<file path="config.mk">
export PLATFORM = sky130hd
export DESIGN_NAME = mem_bus_arbiter
export DESIGN_NICKNAME = d
export VERILOG_FILES = /design/src/rtl/gb_mem_pkg.sv /design/src/rtl/oam_dma_engine.sv /design/src/rtl/mem_bus_arbiter.sv
export SDC_FILE = /design/constraint.sdc
export NUM_CORES = 1
export LEC_CHECK = 0
export BUFFER_PORTS_ARGS = -buffer_cell sky130_fd_sc_hd__buf_2
export CAP_MARGIN = 20
export CELL_PAD_IN_SITES_DETAIL_PLACEMENT = 1
export CELL_PAD_IN_SITES_GLOBAL_PLACEMENT = 2
export CORE_MARGIN = 2
export CORE_UTILIZATION = 28
export CTS_CLUSTER_DIAMETER = 100
export DETAILED_ROUTE_END_ITERATION = 12
export HOLD_SLACK_MARGIN = 0.06
export PLACE_DENSITY_LB_ADDON = 0.1
export SLEW_MARGIN = 20
export SYNTH_ARGS = -nofsm -noshare
export SYNTH_HDL_FRONTEND = slang
export SYNTH_SLANG_ARGS = --single-unit
</file>
<file path="constraint.sdc">
create_clock -name clk -period 3.7 [get_ports clk]
set_input_delay 0.37 -clock clk [delete_from_list [all_inputs] [get_ports clk]]
set_output_delay 0.37 -clock clk [all_outputs]
set_load 0.005 [all_outputs]
</file>
<file path="src/rtl/gb_mem_pkg.sv">
// Shared types and address map for the memory bus arbiter and its OAM DMA engine.
package gb_mem_pkg;

    typedef enum logic [1:0] {DMA_IDLE, DMA_DELAY, DMA_XFER} dma_state_t;

    localparam logic [15:0] HRAM_LO      = 16'hFF80;
    localparam logic [15:0] HRAM_HI      = 16'hFFFE;
    localparam logic [15:0] OAM_BASE     = 16'hFE00;
    localparam logic [15:0] DMA_REG_ADDR = 16'hFF46;
    localparam logic [7:0]  ECHO_HI_BYTE = 8'hE0;

    // Sources at or above the echo region are folded back onto work RAM.
    function automatic logic [7:0] dma_src_hi(input logic [7:0] r);
        return (r >= ECHO_HI_BYTE) ? r - 8'h20 : r;
    endfunction

endpackage

</file>
<file path="src/rtl/oam_dma_engine.sv">
// OAM DMA engine: one M-cycle start delay, then one byte per M-cycle
// (read in phase 0, write in phase 2) from {src,idx} to OAM.
module oam_dma_engine #(
    parameter int          CYCLES_PER_BYTE = 4,
    parameter int          XFER_LEN        = 160,
    parameter logic [15:0] OAM_BASE        = 16'hFE00
) (
    input  logic        clk,
    input  logic        rst,
    input  logic        start,
    input  logic [7:0]  start_val,
    input  logic [7:0]  mem_rdata,
    output logic [15:0] dma_addr,
    output logic [7:0]  dma_wdata,
    output logic        dma_re,
    output logic        dma_we,
    output logic        bus_busy,
    output logic        active,
    output logic [7:0]  dma_reg
);
    import gb_mem_pkg::*;

    localparam int            PW       = $clog2(CYCLES_PER_BYTE);
    localparam logic [PW-1:0] PH_LAST  = PW'(CYCLES_PER_BYTE - 1);
    localparam logic [PW-1:0] PH_WRITE = PW'(2);
    localparam logic [7:0]    IDX_LAST = 8'(XFER_LEN - 1);

    dma_state_t    state, state_nx;
    logic [PW-1:0] phase, phase_nx;
    logic [7:0]    idx, idx_nx;
    logic [7:0]    dbuf;

    always_ff @(posedge clk) begin
        if (!rst) begin
            state   <= DMA_IDLE;
            phase   <= '0;
            idx     <= '0;
            dma_reg <= 8'h00;
            dbuf    <= 8'h00;
        end else begin
            state <= state_nx;
            phase <= phase_nx;
            idx   <= idx_nx;
            if (start)  dma_reg <= start_val;
            if (dma_re) dbuf    <= mem_rdata;
        end
    end

    // A register write always wins, so a write while active restarts cleanly.
    always_comb begin
        state_nx = state;
        phase_nx = phase;
        idx_nx   = idx;
        if (start) begin
            state_nx = DMA_DELAY;
            phase_nx = '0;
            idx_nx   = '0;
        end else begin
            case (state)
                DMA_DELAY: begin
                    phase_nx = phase + 1'b1;
                    if (phase == PH_LAST) begin
                        state_nx = DMA_XFER;
                        phase_nx = '0;
                    end
                end
                DMA_XFER: begin
                    phase_nx = phase + 1'b1;
                    if (phase == PH_LAST) begin
                        phase_nx = '0;
                        idx_nx   = idx + 8'd1;
                        if (idx == IDX_LAST) begin
                            state_nx = DMA_IDLE;
                            idx_nx   = '0;
                        end
                    end
                end
                default: ;
            endcase
        end
    end

    always_comb begin
        dma_re    = (state == DMA_XFER) && (phase == '0);
        dma_we    = (state == DMA_XFER) && (phase == PH_WRITE);
        dma_addr  = dma_we ? OAM_BASE + {8'h00, idx} : {dma_src_hi(dma_reg), idx};
        dma_wdata = dbuf;
        bus_busy  = dma_re | dma_we;
        active    = (state != DMA_IDLE);
    end

endmodule

</file>
<file path="src/rtl/mem_bus_arbiter.sv">
// Shares the external memory bus between the CPU and the OAM DMA engine;
// the CPU is stalled outside HRAM while a transfer runs.
module mem_bus_arbiter #(
    parameter int          CYCLES_PER_BYTE = 4,
    parameter int          XFER_LEN        = 160,
    parameter logic [15:0] OAM_BASE        = 16'hFE00,
    parameter logic [15:0] DMA_REG_ADDR    = 16'hFF46
) (
    input  logic        clk,
    input  logic        rst,
    input  logic [15:0] cpu_addr,
    input  logic [7:0]  cpu_wdata,
    input  logic        cpu_re,
    input  logic        cpu_we,
    output logic [7:0]  cpu_rdata,
    output logic        cpu_stall,
    output logic [15:0] mem_addr,
    output logic [7:0]  mem_wdata,
    output logic        mem_re,
    output logic        mem_we,
    input  logic [7:0]  mem_rdata,
    output logic        dma_active
);
    import gb_mem_pkg::*;

    logic [15:0] dma_addr;
    logic [7:0]  dma_wdata, dma_reg;
    logic        dma_re, dma_we, bus_busy;
    logic        req, is_wr, is_rd, hit_reg, hit_hram, grant;

    // A combined read+write request is treated as a write.
    assign req      = cpu_re | cpu_we;
    assign is_wr    = cpu_we;
    assign is_rd    = cpu_re & ~cpu_we;
    assign hit_reg  = (cpu_addr == DMA_REG_ADDR);
    assign hit_hram = (cpu_addr >= HRAM_LO) && (cpu_addr <= HRAM_HI);
    assign grant    = req & ~hit_reg & (~dma_active | (hit_hram & ~bus_busy));

    oam_dma_engine #(
        .CYCLES_PER_BYTE (CYCLES_PER_BYTE),
        .XFER_LEN        (XFER_LEN),
        .OAM_BASE        (OAM_BASE)
    ) u_dma (
        .clk       (clk),
        .rst       (rst),
        .start     (is_wr & hit_reg),
        .start_val (cpu_wdata),
        .mem_rdata (mem_rdata),
        .dma_addr  (dma_addr),
        .dma_wdata (dma_wdata),
        .dma_re    (dma_re),
        .dma_we    (dma_we),
        .bus_busy  (bus_busy),
        .active    (dma_active),
        .dma_reg   (dma_reg)
    );

    always_comb begin
        mem_addr  = cpu_addr;
        mem_wdata = cpu_wdata;
        mem_re    = 1'b0;
        mem_we    = 1'b0;
        cpu_rdata = 8'hFF;
        cpu_stall = req & ~hit_reg & ~grant;
        if (bus_busy) begin
            mem_addr  = dma_addr;
            mem_wdata = dma_wdata;
            mem_re    = dma_re;
            mem_we    = dma_we;
        end else if (grant) begin
            mem_re = is_rd;
            mem_we = is_wr;
        end
        if (is_rd && hit_reg)    cpu_rdata = dma_reg;
        else if (is_rd && grant) cpu_rdata = mem_rdata;
    end

endmodule

</file>
==> metrics.sh <==
YS_FF_LATCH=28
CRITICALPATHCATEGORY='reg -> out'
MAXCAPVIOLCOUNT=0
ANTENNA_VIOLATIONS_BEFORE_REPAIR=0
CLOCK_TREE_FROM_TRITONCTS='yes'
START_UTIL_PCT=28.60
AREA.GROWTH.SYNTH_TO_FINAL_PCT=22.27
SYNTH.LIB_CELLS_USED.DISTINCT=40
CTS.REPORTEDPATHS.CLKPINSLEW_NS=0.10
SHARE_OF_CELL_AREA_TAKEN_BY_MUXES_AFTER_SYNTHESIS_PCT=5.239
UTILIZATION_PCT=34.96
DRCVIOLATIONCOUNT=0
GLOBAL_ROUTE.OVERFLOW_TOTAL=0
FP.DIEAREA_SQ_MM=0.007500
LARGEST_NET_DEGREE_AT_THE_START_OF_GLOBAL_ROUTING=20
DRT_ITER0_MARKERS=89
MOSTFREQUENTLAYOUTCELLS='sky130_fd_sc_hd__nand2_1 (94), sky130_fd_sc_hd__buf_2 (71), sky130_fd_sc_hd__dfxtp_1 (28), sky130_fd_sc_hd__nor2_1 (21), sky130_fd_sc_hd__nand3_1 (17)'
PERIOD_NEEDED_NS=2.777
FLOORPLAN.IO_PINS=72
STATIC-LEAKAGE-POWER_nW=1.082
FIN_SKEW_NS=0.003005
CLOCK_SINK_COUNT=28
FINAL_LAYOUT_SIZE_SUFFIX_GT1_SHARE_PCT=25.76
YS_TOP_CELLS_BY_AREA='sky130_fd_sc_hd__dfxtp_1 (29%), sky130_fd_sc_hd__nand2_1 (18%), sky130_fd_sc_hd__ha_1 (5.2%)'
FIN_AREA_SQ_MM=0.002336
CRIT_ARRIVAL_NS=2.41
DRTPASS1ITERATIONS=4
CP_DATA_REQUIRED_TIME_NS=3.33
GP_CONGESTION=0.7743
TOTALWIRELENGTH_MICRONS=6635
POWER_DENSITY_mW_PER_MM2=296.0
CELLS_ALONG_THE_CRITICAL_PATH='inv_1 > ha_1 > o21ai_2 > a41oi_1 > o41ai_1 > buf_2'
CLOCK_TREE.ROOT_CELL='sky130_fd_sc_hd__clkbuf_8'
REG2REG_SLACK_NS=2.04
WORST_SLEW_PIN_SLEW_NS=1.002
CRITICAL_PATH_CELL_COUNT=6
DRTANTENNAVIOLNETS=0
MAX-SLEW-MARGIN-REL_PCT=32.29
PLACEABLECOREAREA_SQ_MM=0.006681
RSZ0062_AT_GRT='false'
WIRE_LENGTH_ON_MET1_MICRONS=3098
POST_SYNTHESIS_ADDER_CELL_AREA_FRACTION_PCT=5.239
SEQCELLAREA_SQ_UM=560.5
WORST_REG_TO_REG_PATH_CELL_COUNT=5
CRITICAL_PATH.MAX_STAGE_DELAY_NS=0.51
POSTLAYOUTSETUPSLACKWORST_NS=0.9234
WIRE_LENGTH_OF_THE_FIRST_GLOBAL_ROUTING_PASS_MICRONS=10800
MAXSLEWVIOLCOUNT=0
SYNTH_TOP_CELL_AREA_SHARE_PCT=29.34
LAYOUT.NETS=376
SYNTH_FLOP_CELL='sky130_fd_sc_hd__dfxtp_1'
DETAIL_ROUTE.VIAS_PER_CELL=5.071
DIODES=0
WL_PER_CELL_MICRONS=16.18
LAYOUT.CELLS.MOST_COMMON='sky130_fd_sc_hd__nand2_1'
VIAS=2079
MAPPEDNETLISTAREA_SQ_MM=0.001911
PRECTSSETUPSLACK_NS=1.040
FINALHOLDVIOLCOUNT=0
WORST_SETUP_START_KIND='flop'
FIN_HOLD_WS_NS=0.3277
PERIOD_SHARE_PCT=75.04
CTS_REPAIR_RESIZE_COUNT=0
CLOCK_LATENCY_NS=0.28
WORST_R2R_ENDPOINT='u_dma.dma_wdata[2]'
TOP_LAYER='met4'
POST-CTS-SETUP-BUFFERS=0
SYNTH_AREA_PER_INST_SQ_UM=7.024
CRITPATHMAXFANOUT=11
ROUTED-WL-MET3_MICRONS=252
CRIT_PATH_START='u_dma.phase[0]'
TIMING.FINAL.SETUP_VIOLATIONS=0
CP.BUFFERS_INVERTERS=2
TIMING.FMAX_MHz=360.1
MULTI_INPUT_COMB_AREA_SQ_MM=0.001219
DETAILED_PLACE.AREA_SQ_MM=0.002295
SYNTH_LARGEST_AREA_CELL='sky130_fd_sc_hd__dfxtp_1'
PLACEMENTROWS=30
YS_WARN_COUNT=0
PORT-BUFFER-COUNT=71
LAYOUT_FILLERS=872
DIEWIDTH_MICRONS=86.61
COUNT_OF_FLIP_FLOPS_WITH_A_BUILT_IN_ENABLE_AFTER_SYNTHESIS=0
GRTUSAGETOTAL_PCT=18.26
CPMAXSTAGEDELAYCELL='sky130_fd_sc_hd__o41ai_1'
CRIT_PATH_END='mem_re'
WORSTREG2REGSTART='u_dma.state[0]'
SYNTH_XOR_AREA_SHARE_PCT=2.292
NUMCTSBUFFERS=3
ROUTED-WL-MET2_MICRONS=3197
DETAILEDPLACEMENTHPWL_MICRONS=5213
IR_DROP_mV=0.1398
SYNTHCELLS=272
SYNTH_COMPOUND_AREA_SHARE_PCT=15.52
RUN_STATUS='complete, no violations'
HOLDCRITPATHCLASS='in -> reg'
TIMING.CRITICAL_PATH.MAX_DELAY_FAMILY='compound AO/OA/AOI/OAI gates'
GRT_PASS1_VIAS=2073
SETUP.WORST_PATH.END_CLASS='output pin'
FRACTION_OF_THE_MAPPED_NETLIST_AREA_IN_SIMPLE_LOGIC_GATES_PCT=35.49
SYNTH_FP_NETS=316
VERT_DIE_DIM_MICRONS=86.61
CTS.HTREE.LEVELS=1
SYNTH_SEQ_AREA_SHARE_PCT=29.34
CLOCKBUFFERDEPTH=2
CTS-HOLD-FIX-BUFFERS=0
FRACTION_OF_REGISTERS_WITH_ASYNC_SET_RESET_PCT=0
FINALSETUPTNS_NS=0
SYNTH_TOP_FAMILY_BY_AREA='simple AND/OR/NAND/NOR gates'
routing by layer:
metal  vias up  GRT usage (%)
li1       1042              -
met1       982          24.38
met3         9          2.571
met5         -              0
met2        46          30.91
met4         0          4.688
cells by family (layout without fill, tap and decap cells):
| group | count (synthesis) | after routing |
|---|---|---|
| and+or+nand+nor | 154 | 154 |
| AOI/OAI and AO/OA | 38 | 38 |
| buffers and inverters | 29 | 87 |
| DFF | 28 | 28 |
| muxes | 10 | 10 |
| adders and majority gates | 8 | 8 |
| xor gates and xnor gates | 5 | 5 |
metrics by stage:
step,cells,power (mW)
2_1_floorplan,272,0.4307
3_3_place_gp,407,0.5251
3_5_place_dp,407,0.5259
4_1_cts,410,0.7053
5_1_grt,410,0.7420
6_report,410,0.6914
worst min path at each step:
stage / start / end / depth (start not counted)
floorplan: u_dma.dma_wdata[0] / u_dma.dma_wdata[0] / 2
global placement: u_dma.dma_wdata[6] / u_dma.dma_wdata[6] / 2
finish: cpu_wdata[2] / u_dma.dma_reg[2] / 3
global route: cpu_wdata[2] / u_dma.dma_reg[2] / 3
detailed placement: u_dma.dma_wdata[6] / u_dma.dma_wdata[6] / 2
CTS: cpu_wdata[2] / u_dma.dma_reg[2] / 3
worst min-delay path: stages:
cell and delay [ns]:
sky130_fd_sc_hd__buf_2 0.10, sky130_fd_sc_hd__nand2_1 0.05, sky130_fd_sc_hd__mux2i_1 0.05
power by group:
| part | internal, mW | leakage [nW] | switching (mW) | total, mW |
|---|---|---|---|---|
| combinational | 0.0847 | 0.834 | 0.116 | 0.201 |
| sequential | 0.310 | 0.226 | 0.00535 | 0.316 |
| clock | 0.0734 | 0.0216 | 0.101 | 0.175 |
cells in the mapped netlist, types with 2 or more instances:
| cell | n |
|---|---|
| sky130_fd_sc_hd__o32a_1 | 4 |
| sky130_fd_sc_hd__a211oi_1 | 2 |
| sky130_fd_sc_hd__dfxtp_1 | 28 |
| sky130_fd_sc_hd__a21oi_1 | 14 |
| sky130_fd_sc_hd__buf_2 | 3 |
| sky130_fd_sc_hd__nor2_1 | 21 |
| sky130_fd_sc_hd__nand2_1 | 94 |
| sky130_fd_sc_hd__buf_6 | 2 |
| sky130_fd_sc_hd__nor3_1 | 2 |
| sky130_fd_sc_hd__mux2i_1 | 10 |
| sky130_fd_sc_hd__nand2b_1 | 2 |
| sky130_fd_sc_hd__xor2_1 | 5 |
| sky130_fd_sc_hd__and2_1 | 2 |
| sky130_fd_sc_hd__ha_1 | 8 |
| sky130_fd_sc_hd__o41a_1 | 8 |
| sky130_fd_sc_hd__nand4_1 | 6 |
| sky130_fd_sc_hd__nand3_1 | 17 |
| sky130_fd_sc_hd__inv_1 | 10 |
| sky130_fd_sc_hd__clkbuf_1 | 13 |
area by class of cell:
class | count | share of cell area [%]
Multi-Input combinational cell | 215 | 52.17
Sequential cell | 28 | 24.00
Timing Repair Buffer | 74 | 16.18
Tap cell | 80 | 4.285
Clock buffer | 3 | 1.768
Inverter | 10 | 1.607
(Power assumes the default switching activity.)
